### src/rtl/ibuf_sync_filter.sv
// ibuf_sync_filter
//   Pad input conditioner. The asynchronous pad level I goes through a
//   SYNC_STAGES-deep synchronizer. The synchronized level S is accepted onto O
//   only after it has differed from O for FILTER_LEN consecutive edges while the
//   pad is released (T=1). RISE and FALL are registered one-cycle pulses that
//   mark each accepted change of O.
//
// Parameters
//   SYNC_STAGES  synchronizer depth, 2..4
//   FILTER_LEN   consecutive differing edges required to accept a change, 1..255
//   INIT         reset value of the synchronizer flops and of O
//
// Ports
//   C     clock, rising edge
//   CLR   asynchronous active-high reset
//   I     asynchronous pad input
//   T     tristate control of the paired driver (0 = driven, 1 = released)
//   O     filtered, synchronized pad level
//   RISE  one-cycle pulse on an accepted 0->1 change of O
//   FALL  one-cycle pulse on an accepted 1->0 change of O
module ibuf_sync_filter #(
    parameter int   SYNC_STAGES = 2,
    parameter int   FILTER_LEN  = 4,
    parameter logic INIT        = 1'b0
) (
    input  logic C,
    input  logic CLR,
    input  logic I,
    input  logic T,
    output logic O,
    output logic RISE,
    output logic FALL
);

    localparam logic [7:0] CNT_LAST = 8'(FILTER_LEN - 1);

    logic [SYNC_STAGES-1:0] sync;
    logic                   s;
    logic [7:0]             cnt;

    assign s = sync[SYNC_STAGES-1];

    // The synchronizer keeps running while the driver is enabled, so S is
    // already settled when the pad is released again.
    always_ff @(posedge C or posedge CLR) begin
        if (CLR) begin
            sync <= {SYNC_STAGES{INIT}};
        end else begin
            sync <= {sync[SYNC_STAGES-2:0], I};
        end
    end

    // cnt holds how many consecutive edges S has already differed from O.
    // The edge that would bring it to FILTER_LEN accepts the change instead,
    // so cnt tops out at FILTER_LEN-1 and never wraps. While the block drives
    // the pad (T=0) its own level is meaningless, so the count restarts.
    always_ff @(posedge C or posedge CLR) begin
        if (CLR) begin
            cnt  <= '0;
            O    <= INIT;
            RISE <= 1'b0;
            FALL <= 1'b0;
        end else begin
            RISE <= 1'b0;
            FALL <= 1'b0;
            if (!T || (s == O)) begin
                cnt <= '0;
            end else if (cnt == CNT_LAST) begin
                cnt  <= '0;
                O    <= s;
                RISE <= s;
                FALL <= ~s;
            end else begin
                cnt <= cnt + 8'd1;
            end
        end
    end

endmodule

### config.mk
export PLATFORM = sky130hd
export DESIGN_NAME = ibuf_sync_filter
export DESIGN_NICKNAME = d
export VERILOG_FILES = /design/src/rtl/ibuf_sync_filter.sv
export SDC_FILE = /design/constraint.sdc
export NUM_CORES = 1
export LEC_CHECK = 0
export CORE_UTILIZATION = 35
export DETAILED_ROUTE_END_ITERATION = 10
export GPL_TIMING_DRIVEN = 0
export PLACE_DENSITY = 0.63
export SYNTH_ARGS = -nofsm -noshare
export SYNTH_HDL_FRONTEND = slang
export SYNTH_SLANG_ARGS = --single-unit
### constraint.sdc
create_clock -name C -period 3.9 [get_ports C]
set_clock_uncertainty 0.15 [all_clocks]
set_input_delay 0.39 -clock C [delete_from_list [all_inputs] [get_ports C]]
set_output_delay 0.39 -clock C [all_outputs]
set_load 0.01 [all_outputs]
======== After elaboration in Yosys (flattened, before gate mapping) ========
Index checks and enable logic that the tools add are counted.
word-level totals
  flip-flop bits (word level) ............. 13
  bits of input ports ..................... 4
  output and inout bits ................... 3
  logic and storage cells ................. 19
cells by class
  add/subtract/negate cells ............... 1
  eq/ne operators ......................... 2
  multiplexer cells ....................... 6
  bitwise gates (word level) .............. 2
  reductions and logical operators ........ 3
operators with widths
  cell                                           number
  two-way mux 8 bit                              2
  adder 8 x 1 -> 8 bit, second input constant    1
  == test 8 x 2 -> 1 bit, second input constant  1
  two-way mux 1 bit                              4
  NOT 1 bit                                      2
  AND reduction 2 bit                            1
  == test 1 bit                                  1
  logical NOT 1 bit                              1
  logical OR 1 bit                               1

======== Depth between registers and ports, before layout ========
Gate-level depths: netlist of the first run.
  word-level depth ........................ 4
  depth in mapped cells ................... 4
  mapped depth without buffers ............ 4

======== Worst setup path after synthesis of the first run ========
No wires, ideal clock.
  kind .................................... register -> register
  from .................................... register cnt[0]
  to ...................................... register O
  setup time .............................. 0.128 ns
  arrival time ............................ 1.647 ns
  required time ........................... 3.622 ns
  path slack .............................. 1.975 ns
  cell stages (with the launch flop) ...... 5
  buffers on the path ..................... 0
  period minus slack after synthesis ...... 1.925 ns
  path through ............................ dfrtp_1 -> ha_1 -> or4b_4 -> nor4_4 -> mux2_1
between the ends
  cells in the longest elaborated chain, start to end .. 2
ends and longest elaborated chain
  what                           line  source
  start, declared                39    logic [7:0] cnt;
  start signal, assigned         74    cnt <= cnt + 8'd1;
  == test 8 x 2 -> 1 bit         68    end else if (cnt == CNT_LAST) begin
  AND reduction 2 bit (no line)  n/a
  end signal, assigned           70    O <= s;
  end, declared                  30    output logic O,
Every way passes these cells.
A chain may end at the register's enable or synchronous reset.

======== Final worst setup path of the first run ========
Same ends and word-level chain as after synthesis.

==> results by group, run 1 <==
Run status
  • Outcome: finished clean

Die
  • Die ar.: 1860 µm²
  • Site Rows: 14
  • Die X: 43.2 µm
  • IO Pins: 7
  • Die height: 43.2 µm
  • Core region area: ~1500 µm²
  • Starting Density: 38.5%

Drt
  • Vias: 410
  • DR vias/cell: 5.32
  • Residual DRC: 0
  • Post-DRT Antenna Nets: 0
  • Initial DRC Count: 10
  • DR WL/cell: 11.5 µm
  • First-pass DRT Iterations: 3
  • Final wirelength: 884 µm

STA
  • RSZ-0062 raised after global routing: false
  • Final worst-path cycle share: between 50% and 60%
  • Hold Vio Cnt, Final: 0
  • Setup TNS: 0 ns
  • Peak Freq: 0.492 GHz
  • Worst Tran Pin Value: between 0.4 and 0.5 ns
  • Period minus WS final: slightly above 2 ns
  • Final setup vio count: 0
  • Worst slew margin: 68.2%
  • Pins Over Slew Limit: 0

Logic synthesis
  • Synthesized cell area: between 500 and 600 µm²
  • Main synth FF type: dfrtp_1
  • Fraction of registers with async set/reset: 100%
  • Synthesized net count: 56
  • Flops & latches, synth: 13
  • Post-Synth XOR/XNOR Area: a little under 6%
  • Number of flops mapped to enable cells by yosys: 0
  • Compound-Gate Fraction of Synth Area: 5.06%
  • Area leader, netlist: dfrtp_1
  • Synth area leaders: dfrtp_1 (55%), nor4_4 (7.2%), xor2_1 (4.4%), nand3_1 (3.4%), or3_1 (3.2%)
  • Post-synthesis mux area share: 1.90%
  • Post-synthesis adder-cell area fraction: 2.11%
  • Top-count cell post-synth: dfrtp_1
  • Sequential-to-total area share from yosys stat: 54.9%
  • Cells after synthesis: 51
  • Synthesized area per cell: between 10 and 15 µm²
  • Largest family of logic cells by synthesized area: simple AND/OR/NAND/NOR gates
  • Post-synthesis simple-gate area fraction: about 27%
  • Distinct cells, synth: 20
  • Synth cell count leaders: dfrtp_1 (13), nand3_1 (4)
  • Yosys warnings: 0
  • Top cell type's share of synthesized area: 54.9%

Critical path
  • R2R Setup Slk: 1.87 ns
  • CP Class: reg2reg
  • Req. time, crit path: 3.92 ns
  • Startpoint Class: flip-flop
  • CP Max Fanout: 5
  • Critical path endpoint category: flip-flop
  • Arrival @ worst endpoint: approximately 2 ns

Clocking
  • CTS Buf Count: 3
  • Clock root buffer master: clkbuf_4
  • Hold-fix buffers, CTS: 0
  • Setup bufs post-CTS: 0
  • Clock latency at the later pin of the worst-skew pair: 0.28 ns
  • Clk slew on worst S/H paths: around 0.080 ns
  • TritonCTS Sinks: 13
  • Clk buf depth: 2
  • Post-CTS sizing: 0
  • CTS tree: done
  • H-tree depth: 1

Placed design
  • I/O Buffers: 6
  • Post-DP HPWL: between 600 and 700 µm
  • Inst Count DP: 73
  • Gpl congestion: about 0.71

Global route
  • All-Layer GR Usage: 13.2%
  • Largest net degree at the start of global routing: 14
  • Initial antenna violation count: 0
  • First-pass GRT wire length: 1730 µm
  • Total gr overflow: 0
  • Number of global-route vias before repair: 414

Power
  • Max IR drop VDD: 0.000238 V
  • Leak: 0.000296 µW
  • Total power density per cell area: between 300 and 400 nW/µm²

Hold path
  • Hold crit path type: reg2reg

Finish
  • Final nets: 67
  • Area grow syn2layout: 18.1%
  • Layout Cells excl Fill: 77
  • Share of cells above drive strength 1: 14.8%
  • ANT cells: 0
  • Fillers: 150

Run
  • Max cap viols: 0
## metrics by stage
stage	total power [µW]	util (%)	area, µm²	hold WS, ns	worst slack (ns)
after floorplan	165	-	593	0.117	1.98
after global placement	177	43.7	673	0.183	1.87
after detailed placement	178	43.7	673	0.189	1.87
after CTS	262	45.5	701	0.209	1.85
after global routing	276	45.5	701	0.214	1.78
final	257	45.5	701	0.207	1.87
## critical path: stages, from the launching register on
cell	delay (ns)
dfrtp_1	0.42
ha_1	0.25
or4b_4	0.53
nor4_4	0.23
mux2_1	0.34
## per-layer routing
layer | vias up | part of all wire [%] | track usage, %
met4 | 0 | 4.9 | 10.9
met1 | 195 | 47 | 16.1
li1 | 204 | - | -
met3 | 5 | 2.9 | 3.83
met5 | - | 0 | 0
met2 | 6 | 45 | 18.8
## path summary, 6_finish.rpt
kind	startpoint	end	depth (start not counted)
setup reg to reg	cnt[0]	O	4
max in group asynchronous	CLR	cnt[6]	2
hold / removal	sync[0]	sync[1]	0
min in group asynchronous	CLR	sync[0]	2
setup / recovery	cnt[0]	O	4
hold reg to reg	sync[0]	sync[1]	0
## state kept, by name (all words and copies together) (netlist names)
signal and count:
RISE 1, sync 2, cnt 8, O 1, FALL 1
## placed cells by master, fill, tap and decap left out
master            n
clkdlybuf4s50_1   6
ha_1              1
nand2_1           2
clkbuf_4          3
nor2_1            2
nor4_4            2
or3_1             3
buf_2             2
xor2_1            3
a21oi_1           3
and4_1            1
nand4_1           1
xnor2_1           1
nand3_1           4
clkinv_2          1
nor3_1            3
inv_1             2
or4b_4            1
nor3b_1           2
o21ai_0           3
nand2b_1          1
mux2_1            1
dfrtp_1          13
## kinds of logic after synthesis
logic type                 Yosys count
and+or+nand+nor                     22
DFF                                 13
AOI/OAI and AO/OA                    6
xor gates and xnor gates             4
buffers and inverters                4
muxes                                1
adders and majority gates            1
## layout make-up
cell class,instances,area [µm²],share of cell area (%)
clock inverter,1,5.00,0.714
clock buffer,3,22.5,3.21
timing repair buffer,6,60.1,8.57
inverter,2,7.51,1.07
multi-input combinational,34,250,35.7
buffer,2,10.0,1.43
tap,16,20.0,2.86
sequential,13,325,46.4
## report_power, final
part           switching, µW  leakage, µW  internal (µW)
Clock                   45.0    0.0000177           38.1
Combinational           14.5     0.000103           13.1
Sequential              5.85     0.000175            141
Power figures use the tool's default switching activity.
==> inputs of run 2 (changes only) <==
--- a/config.mk
+++ b/config.mk
@@ -8,7 +8,7 @@
 export CORE_UTILIZATION = 35
 export DETAILED_ROUTE_END_ITERATION = 10
 export GPL_TIMING_DRIVEN = 0
-export PLACE_DENSITY = 0.63
+export PLACE_DENSITY = 0.65
 export SYNTH_ARGS = -nofsm -noshare
 export SYNTH_HDL_FRONTEND = slang
 export SYNTH_SLANG_ARGS = --single-unit
==> constraint.sdc (replaced) <==
create_clock -name C -period 1.8 [get_ports C]
set_clock_uncertainty 0.15 [all_clocks]
set_input_delay 0.18 -clock C [delete_from_list [all_inputs] [get_ports C]]
set_output_delay 0.18 -clock C [all_outputs]
set_load 0.01 [all_outputs]
==> results by group, run 2 (synthesis results as in run 1) <==
Power
  • Max IR drop VDD: 0.000539 V (+130%)
  • Leak: 0.000315 µW (+6.4%)
  • Total power: 576 µW (+120%)
  • Total power density per cell area: 776 nW/µm² (+110%)

Finish
  • Regs by FF count: cnt: 8 flops, sync: 2 flops
  • Register with the most flip-flops: cnt
  • Commonest cells after routing, fill and taps aside: dfrtp_1 (13), clkdlybuf4s50_1 (6), nand3_1 (4), buf_4 (4)
  • Final cell utilization of the core: 48.1% (+2.7 points)
  • Fillers: 146 (-2.7%)
  • Area grow syn2layout: 25.1%
  • Layout Cells excl Fill: 81 (+5.2%)
  • Share of cells above drive strength 1: 24.6% (+9.9 points)
  • Final nets: 71 (+6.0%)
  • ANT cells: 0 (unchanged)
  • Largest register FFs: 8 (unchanged)
  • Commonest non-fill, non-tap cell in the layout: dfrtp_1

Die
  • Die height: 43.2 µm (unchanged)
  • Die X: 43.2 µm (unchanged)
  • Core region area: 1540 µm² (unchanged)
  • Starting Density: 38.5% (unchanged)
  • Site Rows: 14 (unchanged)
  • Die ar.: 1860 µm² (unchanged)
  • IO Pins: 7 (unchanged)

Clocking
  • H-tree depth: 1 (unchanged)
  • CTS tree: done
  • TritonCTS Sinks: 13 (unchanged)
  • Clk slew on worst S/H paths: 0.08 ns (about the same)
  • Clock root buffer master: clkbuf_4
  • Clock latency at the later pin of the worst-skew pair: 0.28 ns (about the same)
  • Hold-fix buffers, CTS: 0 (unchanged)
  • Clk buf depth: 2 (unchanged)
  • CTS Buf Count: 3 (unchanged)

Critical path
  • Startpoint Class: flip-flop
  • Delay-heaviest family, CP: simple AND/OR/NAND/NOR gates
  • CP Max Fanout: 3 (-2)
  • CP peak stage delay: 0.50 ns (-0.03 ns)
  • Critical path endpoint category: flip-flop
  • Worst path bufs/invs: 0 (unchanged)
  • CP Class: reg2reg
  • Req. time, crit path: 1.82 ns (-2.10 ns)
  • Crit-path slowest cell: or4b_4
  • Critical-path cell list: ha_2, or4b_4, nor4_4, mux2_4
  • Arrival @ worst endpoint: 1.81 ns (-0.24 ns)

Placed design
  • Gpl congestion: 0.734 (+2.7%)
  • Post-DP HPWL: 656 µm (+3.9%)
  • I/O Buffers: 6 (unchanged)
  • Inst Count DP: 73 (unchanged)
  • Dpl ws: -0.134 ns (-2.00 ns)

Global route
  • Number of global-route vias before repair: 375 (-9.4%)
  • Initial antenna violation count: 0 (unchanged)
  • Total gr overflow: 0 (unchanged)
  • Largest net degree at the start of global routing: 14 (unchanged)
  • All-Layer GR Usage: 12.2% (-0.98 points)
  • First-pass GRT wire length: 1550 µm (-10%)

STA
  • Period minus WS final: 1.79 ns (-0.238 ns)
  • Final setup vio count: 0 (unchanged)
  • Worst Tran Pin Value: 0.481 ns (+0.00483 ns)
  • Final worst-path cycle share: 99.6% (+48 points)
  • RSZ-0062 raised after global routing: true
  • Worst slew margin: 67.9% (-0.32 points)
  • Peak Freq: 0.558 GHz (+13%)
  • Pins Over Slew Limit: 0 (unchanged)
  • Setup TNS: 0 ns (unchanged)
  • Final Worst Setup Slack: 0.00669 ns (-1.86 ns)
  • Hold Vio Cnt, Final: 0 (unchanged)

Run
  • Max cap viols: 0 (unchanged)

Run status
  • Outcome: finished clean

Drt
  • Top sig layer: met4
  • Initial DRC Count: 5 (-5)
  • Final wirelength: 930 µm (+5.2%)
  • M1 WL: 435 µm (+5.1%)
  • DR WL/cell: 11.5 µm (about the same)
  • Vias: 401 (-2.2%)
  • Post-DRT Antenna Nets: 0 (unchanged)
  • Met3 wire length: 24 µm (-7.7%)
  • First-pass DRT Iterations: 2 (-1)
  • DR vias/cell: 4.95 (-7.0%)
  • Residual DRC: 0 (unchanged)
  • Routed length on met2: 442 µm (+11%)

Hold path
  • Hold crit path type: in2async
[run 2: cell count changes in the layout (fill, tap and decap cells not counted), sizes merged]
cell,before,now
buf,2,6
[run 2: cell type report]
class | instances | area (µm²) | area share [%]
well taps | 16 | 20.0 | 2.70
multi-input cells | 34 | 262 | 35.2
inverters | 2 | 7.51 | 1.01
clock buffers | 3 | 22.5 | 3.04
flip-flops and latches | 13 | 325 | 43.8
clock inverters | 1 | 5.00 | 0.675
plain buffers | 2 | 10.0 | 1.35
repair buffers | 10 | 90.1 | 12.1
[run 2: path summary, 6_finish.rpt]
check                           slack, ns       to  startpoint  cells past startpoint
worst max-delay path                0.007        O      cnt[0]                      4
worst min-delay path                 0.06   cnt[0]         CLR                      2
worst max register to register      0.007        O      cnt[0]                      4
worst min register to register       0.20  sync[1]     sync[0]                      0
max in group asynchronous            1.11   cnt[6]         CLR                      2
min in group C                       0.18  sync[0]           I                      1
[run 2: repair_timing]
item,CTS,global route
setup endpoints to repair,3,2
pin swaps,1,1
setup buffers,3,1
resized for setup,1,1
cloned,0,0
[run 2: where the power goes]
part / switching [µW] / internal, µW / leakage (µW)
clock: 99.1 / 82.5 / 0.0000177
sequential: 9.08 / 305 / 0.000175
combinational: 38.1 / 41.3 / 0.000122
total: 146 / 429 / 0.000315
[run 2: per-layer routing]
| metal | track usage (%) | up-vias |
|---|---|---|
| li1 | - | 207 |
| met1 | 14.1 | 184 |
| met2 | 17.6 | 7 |
| met3 | 3.83 | 3 |
| met4 | 10.9 | 0 |
| met5 | 0 | - |
[run 2: per-stage QoR]
stage / area (µm²) / hold WS, ns
floorplan: 596 / -0.0930
global placement: 676 / 0.183
detailed placement: 676 / 0.186
CTS: 729 / 0.0725
global route: 742 / 0.120
finish: 742 / 0.0583
